==> src/rtl/clock_phase_controller.sv <==
`default_nettype none
// ============================================================================
// Module      : clock_phase_controller
// Description : Two-phase non-overlapping clk1/clk2 generator for the CPU
//               timing generator. Tracks the 8-period instruction cycle
//               (A1..X3) and offers run / halt / single-step control that
//               only ever stops the clocks on an instruction-cycle boundary.
//               Optional macro CLOCK_PHASE_CONTROLLER_CYCCOUNT_EN adds a
//               16-bit wrapping count of completed instruction cycles.
// Revision    : 1.0 - initial release
// ============================================================================
module clock_phase_controller #(
  parameter int P1W = 2,  // sysclk cycles clk1 is high
  parameter int G12 = 1,  // gap after clk1 falls
  parameter int P2W = 2,  // sysclk cycles clk2 is high
  parameter int G21 = 1,  // gap after clk2 falls
  parameter int CW  = 4   // sub-period counter width
) (
  input  logic       sysclk,
  input  logic       resetn,
  input  logic       run,
  input  logic       step,
  output logic       clk1,
  output logic       clk2,
  output logic [2:0] phase,
  output logic       cyc_end,
  output logic       halted
`ifdef CLOCK_PHASE_CONTROLLER_CYCCOUNT_EN
  ,
  output logic [15:0] cyc_count
`endif
);

  localparam int            c_PER      = P1W + G12 + P2W + G21;
  localparam logic [CW-1:0] c_SUB_LAST = CW'(c_PER - 1);
  localparam logic [CW-1:0] c_P1_END   = CW'(P1W);
  localparam logic [CW-1:0] c_P2_BEG   = CW'(P1W + G12);
  localparam logic [CW-1:0] c_P2_END   = CW'(P1W + G12 + P2W);

  typedef enum logic [1:0] {
    S_HALT = 2'd0,
    S_RUN  = 2'd1,
    S_STEP = 2'd2
  } state_e;

  state_e        state_q, state_d;
  logic [CW-1:0] sub_q, sub_d;
  logic [2:0]    phase_q, phase_d;
  logic          clk1_q, clk1_d;
  logic          clk2_q, clk2_d;
  logic          cyc_end_q, cyc_end_d;
  logic          halted_q, halted_d;
  logic          w_sub_wrap;
  logic          w_cyc_last;

  assign w_sub_wrap = (sub_q == c_SUB_LAST);
  assign w_cyc_last = w_sub_wrap && (phase_q == 3'd7);

  // Next-state logic; the strobes are decoded from the *next* sub value so
  // they are registered and move on the same edge as the counter.
  always_comb begin
    state_d = state_q;
    sub_d   = sub_q;
    phase_d = phase_q;
    unique case (state_q)
      S_HALT: begin
        sub_d   = '0;
        phase_d = 3'd0;
        // run wins over a simultaneous step; the step is simply dropped
        if (run)       state_d = S_RUN;
        else if (step) state_d = S_STEP;
      end
      S_RUN, S_STEP: begin
        if (w_cyc_last) begin
          // Boundary decision for both modes: keep going only while run is high
          sub_d   = '0;
          phase_d = 3'd0;
          state_d = run ? S_RUN : S_HALT;
        end else if (w_sub_wrap) begin
          sub_d   = '0;
          phase_d = phase_q + 3'd1;
        end else begin
          sub_d   = sub_q + CW'(1);
        end
      end
      default: begin
        state_d = S_HALT;
        sub_d   = '0;
        phase_d = 3'd0;
      end
    endcase
    clk1_d    = (state_d != S_HALT) && (sub_d < c_P1_END);
    clk2_d    = (state_d != S_HALT) && (sub_d >= c_P2_BEG) && (sub_d < c_P2_END);
    cyc_end_d = (state_d != S_HALT) && (sub_d == c_SUB_LAST) && (phase_d == 3'd7);
    halted_d  = (state_d == S_HALT);
  end

  // State and output registers; reset parks the clocks immediately
  always_ff @(posedge sysclk or negedge resetn) begin
    if (!resetn) begin
      state_q   <= S_HALT;
      sub_q     <= '0;
      phase_q   <= 3'd0;
      clk1_q    <= 1'b0;
      clk2_q    <= 1'b0;
      cyc_end_q <= 1'b0;
      halted_q  <= 1'b1;
    end else begin
      state_q   <= state_d;
      sub_q     <= sub_d;
      phase_q   <= phase_d;
      clk1_q    <= clk1_d;
      clk2_q    <= clk2_d;
      cyc_end_q <= cyc_end_d;
      halted_q  <= halted_d;
    end
  end

  assign clk1    = clk1_q;
  assign clk2    = clk2_q;
  assign phase   = phase_q;
  assign cyc_end = cyc_end_q;
  assign halted  = halted_q;

`ifdef CLOCK_PHASE_CONTROLLER_CYCCOUNT_EN
  logic [15:0] cyc_count_q;

  // Count completed instruction cycles; wraps naturally at 16 bits
  always_ff @(posedge sysclk or negedge resetn) begin
    if (!resetn) begin
      cyc_count_q <= 16'd0;
    end else if (cyc_end_q) begin
      cyc_count_q <= cyc_count_q + 16'd1;
    end
  end

  assign cyc_count = cyc_count_q;
`endif

endmodule
`default_nettype wire

==> config.mk <==
export PLATFORM = sky130hd
export DESIGN_NAME = clock_phase_controller
export DESIGN_NICKNAME = d
export VERILOG_FILES = /design/src/rtl/clock_phase_controller.sv
export SDC_FILE = /design/constraint.sdc
export NUM_CORES = 1
export LEC_CHECK = 0
export ABC_AREA = 1
export BUFFER_PORTS_ARGS = -buffer_cell sky130_fd_sc_hd__buf_2
export CAP_MARGIN = 20
export CORE_ASPECT_RATIO = 0.9
export CORE_MARGIN = 2
export CORE_UTILIZATION = 35
export CTS_BUF_LIST = sky130_fd_sc_hd__clkbuf_4
export CTS_CLUSTER_SIZE = 10
export DETAILED_ROUTE_END_ITERATION = 8
export GPL_TIMING_DRIVEN = 0
export PLACE_DENSITY_LB_ADDON = 0.12
export SYNTH_ARGS = -nofsm -noshare
export SYNTH_HDL_FRONTEND = slang
export SYNTH_SLANG_ARGS = --single-unit
==> constraint.sdc <==
create_clock -name sysclk -period 1.61 [get_ports sysclk]
set_input_delay 0.161 -clock sysclk [delete_from_list [all_inputs] [get_ports sysclk]]
set_output_delay 0.161 -clock sysclk [all_outputs]
set_load 0.03 [all_outputs]
Word-level counts from Yosys, hierarchy flattened
Cells that the tools add are included.
- add/sub/neg operators: 2
- multiply operators: 0
- divide/modulo/power cells: 0
- order comparisons: 3
- equal/unequal tests: 6
- shift-type cells: 0
- muxes and demuxes: 11
- bitwise logic cells: 0
- reductions and logical operators: 10
- operators by type and width (kind ; number):
    4-bit 2-to-1 mux ; 3
    3-bit 2-to-1 mux ; 3
    4-bit by 3-bit == test with 1-bit output (second input constant) ; 2
    3-bit == test (second input constant) ; 2
    1-bit logical AND ; 6
    2-bit 2-to-1 mux ; 3
    4-bit by 1-bit adder with 4-bit output (second input constant) ; 1
    4-bit by 2-bit >= comparator with 1-bit output (second input constant) ; 1
    2-bit logical NOT ; 2
    4-bit by 2-bit < comparator with 1-bit output (second input constant) ; 1
    4-bit by 3-bit < comparator with 1-bit output (second input constant) ; 1
    2-bit case mux with 2 select lines ; 1
    3-bit by 1-bit adder with 3-bit output (second input constant) ; 1
    2-bit by 1-bit == test with 1-bit output (second input constant) ; 1
    2-bit == test (second input constant) ; 1
    2-bit nonzero test ; 1
    2-bit OR reduction ; 1
    1-bit 2-to-1 mux ; 1
- bits in registers: 13
- bits in latches: 0
- memory bits (writable): 0
- ROM bits: 0
- input port bits: 4
- output and inout bits: 7
- logic and storage cells: 39
- memories kept: 0

Longest topological paths before layout
- depth in word-level cells: 7
- gate-level depth with buffers: 10
- gate-level depth less buffers: 10

Worst setup path after synthesis
Ideal clock, no wire load.
- path type: register to register
- start: register phase_q[0] (netlist: phase[0])
- end: register clk1_q (netlist: clk1)
- library setup time: 0.077 ns
- arrival time: 1.501 ns
- required time: 1.533 ns
- slack: 0.032 ns
- stages on the path, launching flop included: 8
- path buffers: 0
- clock period less this slack: 1.578 ns
- cells stage by stage: dfrtp_1 > ha_1 > ha_1 > nand4_1 > nand2_1 > o21ai_1 > nand2_2 > a21oi_1
- longest elaborated chain between the ends: 6
- elaborated cells on any way between the ends: 9
- those cells by class: 1 x order compare; 1 x eq/ne; 4 x mux; 3 x reduce/logical
- ends and longest elaborated chain (what ; line ; source):
    start: declaration ; 48 ; logic [2:0] phase_q, phase_d;
    start signal: assignment ; 111 ; phase_q <= phase_d;
    3-bit == test * ; 57 ; assign w_cyc_last = w_sub_wrap && (phase_q == 3'd7);
    1-bit logical AND * ; 57 ;
    4-bit 2-to-1 mux or 2-bit 2-to-1 mux (tied branches) ; 74 ; if (w_cyc_last) begin
    4-bit 2-to-1 mux or 2-bit case mux with 2 select lines (tied branches) ; 65 ; unique case (state_q)
    4-bit by 2-bit < comparator with 1-bit output or 2-bit nonzero test (tied branches) ; 92 ; clk1_d = (state_d != S_HALT) && (sub_d < c_P1_END);
    1-bit logical AND * ; 92 ;
    via clk1_d ; 49 ; logic clk1_q, clk1_d;
    end signal: assignment ; 112 ; clk1_q <= clk1_d;
    end: declaration ; 49 ;
The timed path passes the listed nets; every way through them passes the cells marked *.

Final worst setup path
- start: register phase_q[1] (netlist: phase[1])
- end: register clk1_q (netlist: clk1)
The elaborated chain is that of the path after synthesis.

==> run summary <==
=====================================================================================
Core Area                                                                   1990 um^2
Leakage power figure                                                         0.513 nW
GRT overflow                                                                        0
Setup total negative slack                                                       0 ns
TritonCTS clock tree                                                              yes
Number of register bits inferred by synthesis                                      13
Final setup fails                                                                   0
Data required time of the critical path                                       1.83 ns
# IOs                                                                              11
Syn Std Cell Area                                                            761 um^2
Sum of routed wire length over all layers                                     1.56 mm
Data arrival, critical path                                                   1.69 ns
Final design area excluding fillers                                          940 um^2
RD Place Congestion                                                             0.758
Antenna Nets Post-Route                                                             0
Fraction of final layout cells with drive strength greater than 1               34.2%
Most instantiated cells after synthesis                                  sky130_fd_sc_hd__nand2_1, sky130_fd_sc_hd__inv_1, sky130_fd_sc_hd__dfrtp_1, sky130_fd_sc_hd__nand3_1, sky130_fd_sc_hd__ha_1
Sequential share of the synthesized area                                        42.9%
Placed cell areas                                                            842 um^2
Filler Cells Inserted                                                             220
Setup repair after global routing missed its margin                                no
Final net count                                                                   122
Via total after detailed routing                                                  654
Unique cell type count in the Yosys netlist                                        20
Max capacitance violation total                                                     0
Vias in the first global route                                                    610
Number of instances in the synthesized netlist                                     93
Yosys top cell by area                                                   sky130_fd_sc_hd__dfrtp_1
Overall Global Routing Usage                                                    14.7%
Clock-pin slew of the registers on the worst-case setup and hold paths        0.09 ns
Source of the critical timing path                                           phase[1]
ANT cells                                                                           0
Global-route wire length before repair                                        2.59 mm
Critical path type                                                         reg -> reg
Row cnt                                                                            15
Clock root buffer master                                                 sky130_fd_sc_hd__clkbuf_4
Top cells by area in the synthesized netlist                             sky130_fd_sc_hd__dfrtp_1, sky130_fd_sc_hd__ha_1, sky130_fd_sc_hd__nand2_1
Die Y                                                                         48.2 um
Startpoint of the lowest-slack register-to-register path                     phase[1]
Rel. slew slack                                                                 79.7%
Detailed placement HPWL                                                       1.17 mm
Final-report hold violation count                                                   0
Largest net degree at the start of global routing                                  14
TritonCTS sink count                                                               13
Detailed Route Iter0 Violations                                                    11
Worst Skew                                                                  0.0115 ns
H-tree level count                                                                  1
Port bufs                                                                          10
Number of instances in the placed design                                          128
Worst hold-check path type                                                in -> async
Most instantiated library cell after synthesis                           sky130_fd_sc_hd__nand2_1
Asr flop ratio synth                                                             100%
Longest Clk Path Bufs                                                               2
Width of the chip                                                             53.1 um
Worst-Skew Late Latency                                                       0.28 ns
TritonCTS Buffers                                                                   3
DRC violations left                                                                 0
Antenna violations before repair                                                    0
Per-instance average area after synthesis                                   8.18 um^2
Length of the first detailed-routing pass in iterations                             4
Cell Count, Final, Fillers Out                                                    136
Run status                                                               complete, no violations
Vias per std cell                                                                4.81
Category of the worst setup path capture point                                   flop
Final hold slack                                                             0.285 ns
Post-synth EDFFs                                                                    0
Peak supply drop                                                           0.000764 V
Area taken by multi-input logic gates                                        393 um^2
Warning count from the yosys run                                                    0
Final max-slew violation count                                                      0
Nets in the synthesized netlist                                                   103
Primary FF master, synth                                                 sky130_fd_sc_hd__dfrtp_1
Total power draw                                                              1.60 mW
Post-synth top area share                                                       39.5%
Routed wire per std cell                                                      11.4 um
Max Freq                                                                    0.678 GHz
Biggest fanout along the worst timing path                                          4
Startpoint kind of the worst setup timing path                                   flop
Area of the die                                                             2560 um^2
Register cell area after layout                                              328 um^2
P&R area growth vs syn                                                          23.5%
Share of the clock period used by the worst path after layout                   91.6%
Power density relative to cell area                                      1700 nW/um^2
Min Tclk post-route                                                           1.47 ns
Starting density of the core                                                    38.2%
Measured slew at the worst slew-check pin                                    0.305 ns
=====================================================================================
==> metrics by stage <==
stage	setup WS [ns]	utilization [%]
6_report	0.135	47.2
3_3_place_gp	0.00321	42.3
2_1_floorplan	0.0320	-
5_1_grt	0.0142	47.2
4_1_cts	0.0452	44.7
3_5_place_dp	0.0231	42.3
==> cell type report <==
class | instances | area share, %
inverter | 20 | 7.99
clock buffer | 4 | 3.20
multi-input combinational | 60 | 41.8
timing repair buffer | 14 | 8.79
sequential | 13 | 34.9
tap | 25 | 3.33
==> per-layer routing <==
layer / track usage [%] / share of wire [%] / vias up
li1: - / - / 329
met1: 19.3 / 49 / 309
met2: 22.5 / 45 / 11
met3: 3.07 / 3.4 / 5
met4: 9.23 / 2.4 / 0
met5: 0 / 0 / -
==> logic make-up after synthesis <==
| family | share of synthesized area, % |
|---|---|
| buf+inv | 9.87 |
| compound gates | 4.93 |
| xor+xnor | 1.15 |
| fa+ha+maj | 9.87 |
| simple gates | 31.2 |
| flops | 42.9 |
==> flip-flops by register name, indices dropped and copies added, names as in the netlist <==
name     cells
cyc_end      1
clk2         1
state_q      2
halted       1
phase        3
sub_q        4
clk1         1
==> layout by cell type, fill, tap and decap left out, types with 4 or more instances in the layout <==
cell type,synthesis,layout
sky130_fd_sc_hd__inv_1,18,18
sky130_fd_sc_hd__ha_1,6,4
sky130_fd_sc_hd__nand3_1,8,7
sky130_fd_sc_hd__clkbuf_4,0,4
sky130_fd_sc_hd__dfrtp_1,12,11
sky130_fd_sc_hd__nor2_1,5,5
sky130_fd_sc_hd__nand2_1,20,19
sky130_fd_sc_hd__buf_2,0,10
sky130_fd_sc_hd__nand2_2,4,5
==> worst max-delay path, stage by stage, from the launching register on <==
cell and delay, ns:
sky130_fd_sc_hd__dfrtp_1 0.40, sky130_fd_sc_hd__ha_1 0.19, sky130_fd_sc_hd__ha_1 0.19, sky130_fd_sc_hd__nand4_1 0.13
sky130_fd_sc_hd__nand2_2 0.10, sky130_fd_sc_hd__o21ai_2 0.13, sky130_fd_sc_hd__nand2_2 0.11, sky130_fd_sc_hd__a21oi_1 0.16
==> power by group <==
group	total [mW]	switching [mW]	leakage (nW)	internal, mW
combinational	0.870	0.564	0.324	0.307
sequential	0.500	0.0690	0.170	0.431
clock	0.228	0.115	0.0184	0.113
total	1.60	0.748	0.513	0.850
==> path summary, 6_finish.rpt <==
check | end | slack (ns) | cells after the start
max in group asynchronous | halted | 1.02 | 2
min | sub_q[1] | 0.29 | 2
min reg2reg | phase[1] | 0.63 | 4
max | clk1 | 0.14 | 7
min in group sysclk | cyc_end | 0.34 | 6
max reg2reg | clk1 | 0.14 | 7
==> timing repair <==
| action | 4_1_cts | 5_1_grt |
|---|---|---|
| endpoints found under the setup margin | 1 | 4 |
| hold buffers | 1 | 0 |
| setup buffers | 1 | 2 |
| gates resized for setup | 0 | 8 |
| pin swaps | 0 | 1 |
| endpoints found under the hold margin | 12 | 0 |
(Power assumes the default switching activity.)
